==> src/rtl/imm_encoder_pkg.sv <==
// Shared immediate-format definitions for the encoder and its packing logic.
// Pure declarations; no timing.
// No flow control here; handshakes live in the top level.
package imm_encoder_pkg;

    // ImmSel format codes, shared with the immediate generator and control decoder.
    localparam logic [2:0] IMM_I = 3'b000;
    localparam logic [2:0] IMM_S = 3'b001;
    localparam logic [2:0] IMM_B = 3'b010;
    localparam logic [2:0] IMM_U = 3'b011;
    localparam logic [2:0] IMM_J = 3'b100;

    // Request captured in stage 1.
    typedef struct packed {
        logic [2:0]  sel;
        logic [31:0] imm;
        logic [31:0] base;
    } enc_req_t;

    // Result captured in stage 2.
    typedef struct packed {
        logic [31:0] inst;
        logic        err;
    } enc_rsp_t;

    // True when v is a sign extension of its bits [msb:0], i.e. bits
    // [31:msb] are all equal. Called with constant msb only.
    function automatic logic fits_signed(input logic [31:0] v, input int unsigned msb);
        logic [31:0] t;
        t = $signed(v) >>> msb;
        return (t == 32'h0000_0000) || (t == 32'hFFFF_FFFF);
    endfunction

endpackage

==> src/rtl/imm_encoder_pack.sv <==
// Scatters an immediate into the selected RISC-V format and flags unencodable values.
// Latency: purely combinational.
// No flow control; the surrounding pipeline decides when the result is captured.
module imm_encoder_pack
    import imm_encoder_pkg::*;
(
    input  logic [2:0]  ImmSel,
    input  logic [31:0] Imm,
    input  logic [31:0] Base,
    output logic [31:0] Inst,
    output logic        ImmErr
);

    // Start from Base and overwrite only the immediate fields of the chosen format.
    // Out-of-range values are still packed (truncated) so the word is observable.
    always_comb begin
        Inst   = Base;
        ImmErr = 1'b0;
        case (ImmSel)
            IMM_I: begin
                Inst[31:20] = Imm[11:0];
                ImmErr      = !fits_signed(Imm, 11);
            end
            IMM_S: begin
                Inst[31:25] = Imm[11:5];
                Inst[11:7]  = Imm[4:0];
                ImmErr      = !fits_signed(Imm, 11);
            end
            IMM_B: begin
                Inst[31]    = Imm[12];
                Inst[30:25] = Imm[10:5];
                Inst[11:8]  = Imm[4:1];
                Inst[7]     = Imm[11];
                ImmErr      = !fits_signed(Imm, 12) || Imm[0];
            end
            IMM_U: begin
                Inst[31:12] = Imm[31:12];
                ImmErr      = (Imm[11:0] != 12'h000);
            end
            IMM_J: begin
                Inst[31]    = Imm[20];
                Inst[30:21] = Imm[10:1];
                Inst[20]    = Imm[11];
                Inst[19:12] = Imm[19:12];
                ImmErr      = !fits_signed(Imm, 20) || Imm[0];
            end
            default: begin
                // Reserved selector: pass Base through untouched but flag it.
                Inst   = Base;
                ImmErr = 1'b1;
            end
        endcase
    end

endmodule

==> src/rtl/imm_encoder.sv <==
// Two-stage streaming immediate encoder with saturating handshake/error counters.
// Latency: 2 cycles from input handshake to out_valid; 1 word/cycle throughput.
// Backpressure: combinational ready chain from out_ready to in_ready; full stall holds both stages.
module imm_encoder
    import imm_encoder_pkg::*;
#(
    parameter int CNT_W = 16
) (
    input  logic             clk,
    input  logic             rst_n,
    input  logic             in_valid,
    output logic             in_ready,
    input  logic [2:0]       ImmSel,
    input  logic [31:0]      Imm,
    input  logic [31:0]      Base,
    output logic             out_valid,
    input  logic             out_ready,
    output logic [31:0]      Inst,
    output logic             ImmErr,
    input  logic             clr,
    output logic [CNT_W-1:0] EncCount,
    output logic [CNT_W-1:0] ErrCount
);

    localparam logic [CNT_W-1:0] CNT_ONE = {{(CNT_W-1){1'b0}}, 1'b1};
    localparam logic [CNT_W-1:0] CNT_MAX = {CNT_W{1'b1}};

    logic             s1_valid_q, s1_valid_d;
    enc_req_t         s1_req_q,   s1_req_d;
    logic             s2_valid_q, s2_valid_d;
    enc_rsp_t         s2_rsp_q,   s2_rsp_d;
    logic [CNT_W-1:0] enc_cnt_q,  enc_cnt_d;
    logic [CNT_W-1:0] err_cnt_q,  err_cnt_d;

    logic     s1_adv;
    logic     s2_adv;
    logic     in_hs;
    logic     out_hs;
    enc_rsp_t pack_rsp;

    // A stage may move when it is empty or the stage after it is moving.
    always_comb begin
        s2_adv = !s2_valid_q || out_ready;
        s1_adv = !s1_valid_q || s2_adv;
        in_hs  = in_valid && s1_adv;
        out_hs = s2_valid_q && out_ready;
    end

    assign in_ready  = s1_adv;
    assign out_valid = s2_valid_q;
    assign Inst      = s2_rsp_q.inst;
    assign ImmErr    = s2_rsp_q.err;

    imm_encoder_pack u_pack (
        .ImmSel (s1_req_q.sel),
        .Imm    (s1_req_q.imm),
        .Base   (s1_req_q.base),
        .Inst   (pack_rsp.inst),
        .ImmErr (pack_rsp.err)
    );

    // Stage 1 captures the raw request on an input handshake.
    always_comb begin
        s1_valid_d = s1_valid_q;
        s1_req_d   = s1_req_q;
        if (s1_adv) begin
            s1_valid_d = in_valid;
        end
        if (in_hs) begin
            s1_req_d.sel  = ImmSel;
            s1_req_d.imm  = Imm;
            s1_req_d.base = Base;
        end
    end

    // Stage 2 captures the packed word; it only changes when it advances,
    // so a stalled output stays stable.
    always_comb begin
        s2_valid_d = s2_valid_q;
        s2_rsp_d   = s2_rsp_q;
        if (s2_adv) begin
            s2_valid_d = s1_valid_q;
            if (s1_valid_q) begin
                s2_rsp_d = pack_rsp;
            end
        end
    end

    // Counters step on output handshakes, stick at all-ones, and clr wins.
    always_comb begin
        enc_cnt_d = enc_cnt_q;
        err_cnt_d = err_cnt_q;
        if (clr) begin
            enc_cnt_d = '0;
            err_cnt_d = '0;
        end else if (out_hs) begin
            if (enc_cnt_q != CNT_MAX) begin
                enc_cnt_d = enc_cnt_q + CNT_ONE;
            end
            if (s2_rsp_q.err && (err_cnt_q != CNT_MAX)) begin
                err_cnt_d = err_cnt_q + CNT_ONE;
            end
        end
    end

    assign EncCount = enc_cnt_q;
    assign ErrCount = err_cnt_q;

    // State registers; reset drops anything in flight.
    always_ff @(posedge clk or negedge rst_n) begin
        if (!rst_n) begin
            s1_valid_q <= 1'b0;
            s1_req_q   <= '0;
            s2_valid_q <= 1'b0;
            s2_rsp_q   <= '0;
            enc_cnt_q  <= '0;
            err_cnt_q  <= '0;
        end else begin
            s1_valid_q <= s1_valid_d;
            s1_req_q   <= s1_req_d;
            s2_valid_q <= s2_valid_d;
            s2_rsp_q   <= s2_rsp_d;
            enc_cnt_q  <= enc_cnt_d;
            err_cnt_q  <= err_cnt_d;
        end
    end

endmodule

==> config.mk <==
export PLATFORM = sky130hd
export DESIGN_NAME = imm_encoder
export DESIGN_NICKNAME = d
export VERILOG_FILES = /design/src/rtl/imm_encoder_pkg.sv /design/src/rtl/imm_encoder_pack.sv /design/src/rtl/imm_encoder.sv
export SDC_FILE = /design/constraint.sdc
export NUM_CORES = 1
export LEC_CHECK = 0
export ABC_AREA = 1
export ABC_CLOCK_PERIOD_IN_PS = 1850
export CAP_MARGIN = 20
export CORE_MARGIN = 2
export CORE_UTILIZATION = 40
export DETAILED_ROUTE_END_ITERATION = 7
export GPL_ROUTABILITY_DRIVEN = 0
export MAX_ROUTING_LAYER = met4
export PLACE_DENSITY = 0.65
export RECOVER_POWER = 50
export SYNTH_ARGS = -nofsm -noshare
export SYNTH_HDL_FRONTEND = slang
export SYNTH_SLANG_ARGS = --single-unit
==> constraint.sdc <==
create_clock -name clk -period 1.85 [get_ports clk]
set_input_delay 0.37 -clock clk [delete_from_list [all_inputs] [get_ports clk]]
set_output_delay 0.37 -clock clk [all_outputs]
set_load 0.005 [all_outputs]
==> summary.txt, run 1 <==
Placement
  • Dpl ws: -0.124 ns
  • Cell area after placement: 8370 um^2
  • PortBufs: 138
  • Post-DP HPWL: 12.4 mm
  • # placed instances: 1101

Worst setup path
  • Crit path max fanout: 4
  • End of the critical path: ErrCount[11]
  • FF-to-FF Start: EncCount[1]
  • Critical Path AT: 1.42 ns
  • Critical path class: reg -> out
  • Slowest Stage Delay on Critical Path: 0.49 ns
  • R2R Path End: EncCount[0]
  • CP max-delay cell: clkdlybuf4s50_1
  • Worst setup SP type: register
  • CP Launch Point: ErrCount[11]
  • Crit. End Element: output port
  • R2R Setup Slk: 0.15 ns
  • CP top delay family: buffers and inverters
  • R2R depth: 9
  • Levels on crit path: 2
  • WP buf/inv: 2
  • CP required: 1.48 ns
  • Critical-path cell list: buf_4, clkdlybuf4s50_1

GRT
  • Largest net degree at the start of global routing: 49
  • GR Overflow Total: 0
  • Initial antenna violation count: 0
  • Global-route total usage across every layer: 0.205
  • Vias in the first global route: 5380
  • First-pass GRT wire length: 27.4 mm

Routing
  • WL/cell: 14.7 um
  • Initial drt markers: 367
  • Routed Wire Length: 16.7 mm
  • Vias: 5627
  • Remaining antenna violation count: 0
  • Via/cell ratio: 4.97
  • Residual DRC count: 0
  • Drt pass-1 iters: 5

Cells and area
  • Design area: 8920 um^2
  • Final core occ: 0.564
  • Synth-to-layout area growth: 37.9%
  • Most common cell after layout, fill and taps aside: nand2_1
  • Non-filler cells, final: 1133
  • Commonest non-fill, non-tap cells in the layout: nand2_1, clkdlybuf4s50_1, dfrtp_1
  • # fillers: 1473
  • Footprint of the multi-input gates: 2780 um^2
  • Nets: 979
  • Register area: 3360 um^2
  • Antenna Diode Count: 0
  • Layout cell share with drive strength beyond 1: 0.158

Pwr
  • P_leak: 3.90 nW
  • Power, Total: 9.29 mW
  • PwrDens: 1040 nW/um^2
  • Maximum vdd ir drop: 0.790 mV

Synth
  • Distinct cells, synth: 39
  • Syn_nets: 805
  • Cells after Synth: 731
  • Post-synthesis cell area: 6470 um^2
  • Syn Area/Cell: 8.85 um^2
  • Yosys warning count: 0
  • Yosys reg bits: 134
  • Seq/Total Area, Yosys: 0.518

Clock tree
  • Num Clock Sinks: 134
  • Clock buffer count from CTS: 17
  • Root buffer cell: clkbuf_16
  • Clk slew on worst S/H paths: 0.06 ns
  • CTS tree: yes
  • Longest Clk Path Bufs: 2
  • Clk_lat worst skew: 0.42 ns
  • H-Tree Depth: 4

Timing
  • Endpoints failing setup: 0
  • Clock skew: 0.00744 ns
  • Relative slew slack: 0.534
  • Setup WS post-layout: 0.0592 ns
  • Final Critical Period: 1.79 ns
  • Achievable Freq: 558 MHz
  • Final hold slack: 0.462 ns
  • Final TNS setup: 0 ns
  • Slew Limit Fails: 0
  • RSZ-0062 raised after global routing: no
  • Hold Violations, Final: 0
  • Fin crit share: 0.968
  • Worst slew pin tran: 0.699 ns

Floorplanning
  • Initial core utilization: 0.409
  • Vert. Die Dim: 131 um
  • Num ports: 139
  • Die Area: 17200 um^2
  • Core outline area: 15800 um^2
  • Die W: 131 um
  • Row count: 46

Run status
  • Outcome: finished, final reports clean

Min path
  • Hold WC Path Type: in -> async

Flow run
  • Max cap viols: 0
what timing repair did:
item                                    CTS  global route
resized for setup                         2             1
endpoints found under the setup margin    2             1
buffers inserted                          0             0
hold buffers                              1             0
hold endpoints to repair                 45             0
cell families (layout without fill, tap and decap cells):
group | Yosys count | in the layout | share of synthesized area
mux | 42 | 42 | 0.0731
xor+xnor | 12 | 12 | 0.0162
flops | 134 | 134 | 0.518
compound gates | 131 | 131 | 0.115
buf+inv | 74 | 260 | 0.0516
simple gates | 336 | 336 | 0.222
fa+ha+maj | 2 | 2 | 0.00387
cells in the mapped netlist, drive strengths merged:
library cell  count  area [um^2]
nand2           181          703
xor2              9         78.8
o221ai            1         8.76
o22ai             5         31.3
o21bai            1         7.51
nor2            104          425
o31ai             3         22.5
clkbuf            5         18.8
dfrtp           134         3350
nand3            28          145
or2               2         12.5
mux2             42          473
and2              1         8.76
nand4            16          115
o211ai            5         37.5
buf              19          128
nor3              4         25.0
ha                2         25.0
a21oi            68          340
a211oi            1         7.51
inv              50          188
o21ai            44          262
xnor2             3         26.3
a31o              3         26.3
power breakdown:
| part | leakage [nW] | switching (mW) | internal [mW] | total, mW |
|---|---|---|---|---|
| Sequential | 1.62 | 0.356 | 3.43 | 3.79 |
| Combinational | 1.99 | 0.958 | 1.12 | 2.08 |
| Clock | 0.287 | 1.27 | 2.15 | 3.42 |
worst min-delay path by stage:
stage,end,slack (ns)
6_report,Inst[30],0.46
5_1_grt,Inst[6],0.50
4_1_cts,Inst[30],0.47
3_5_place_dp,Inst[4],0.35
3_3_place_gp,Inst[4],0.35
2_1_floorplan,EncCount[0],0.07
cell type report:
class / instances / share of cell area
Sequential cell: 134 / 0.376
Multi-Input combinational cell: 523 / 0.311
Timing Repair Buffer: 179 / 0.195
Clock buffer: 20 / 0.0501
Tap cell: 216 / 0.0303
Inverter: 50 / 0.0210
Clock inverter: 11 / 0.0168
flip-flops by register name, summed over array words and instances, names as in the netlist:
register / cells
ImmErr: 1
Inst: 32
s1_req_q: 67
EncCount: 16
out_valid: 1
ErrCount: 16
s1_valid_q: 1
worst reg2reg max path, stage by stage (launching register included):
cell and delay (ns):
dfrtp_1 0.41, ha_1 0.21, nand2_1 0.13, nor2_4 0.15, and2_4 0.18, nand4_4 0.10, nand2_8 0.19, inv_2 0.09
nand3_1 0.07, o21ai_1 0.06
routing by layer:
metal	up-vias	wire length, um	global-route usage
li1	2770	-	-
met1	2674	7690	0.273
met2	162	7800	0.309
met3	21	870	0.0471
met4	0	295	0.0767
met5	-	0	-
(Power assumes the default switching activity.)
==> inputs of run 2 (changes only) <==
- SLEW_MARGIN: default -> 0
==> results of run 2 <==
Same layout as run 1: the final DEF is identical, and so are final timing and power.
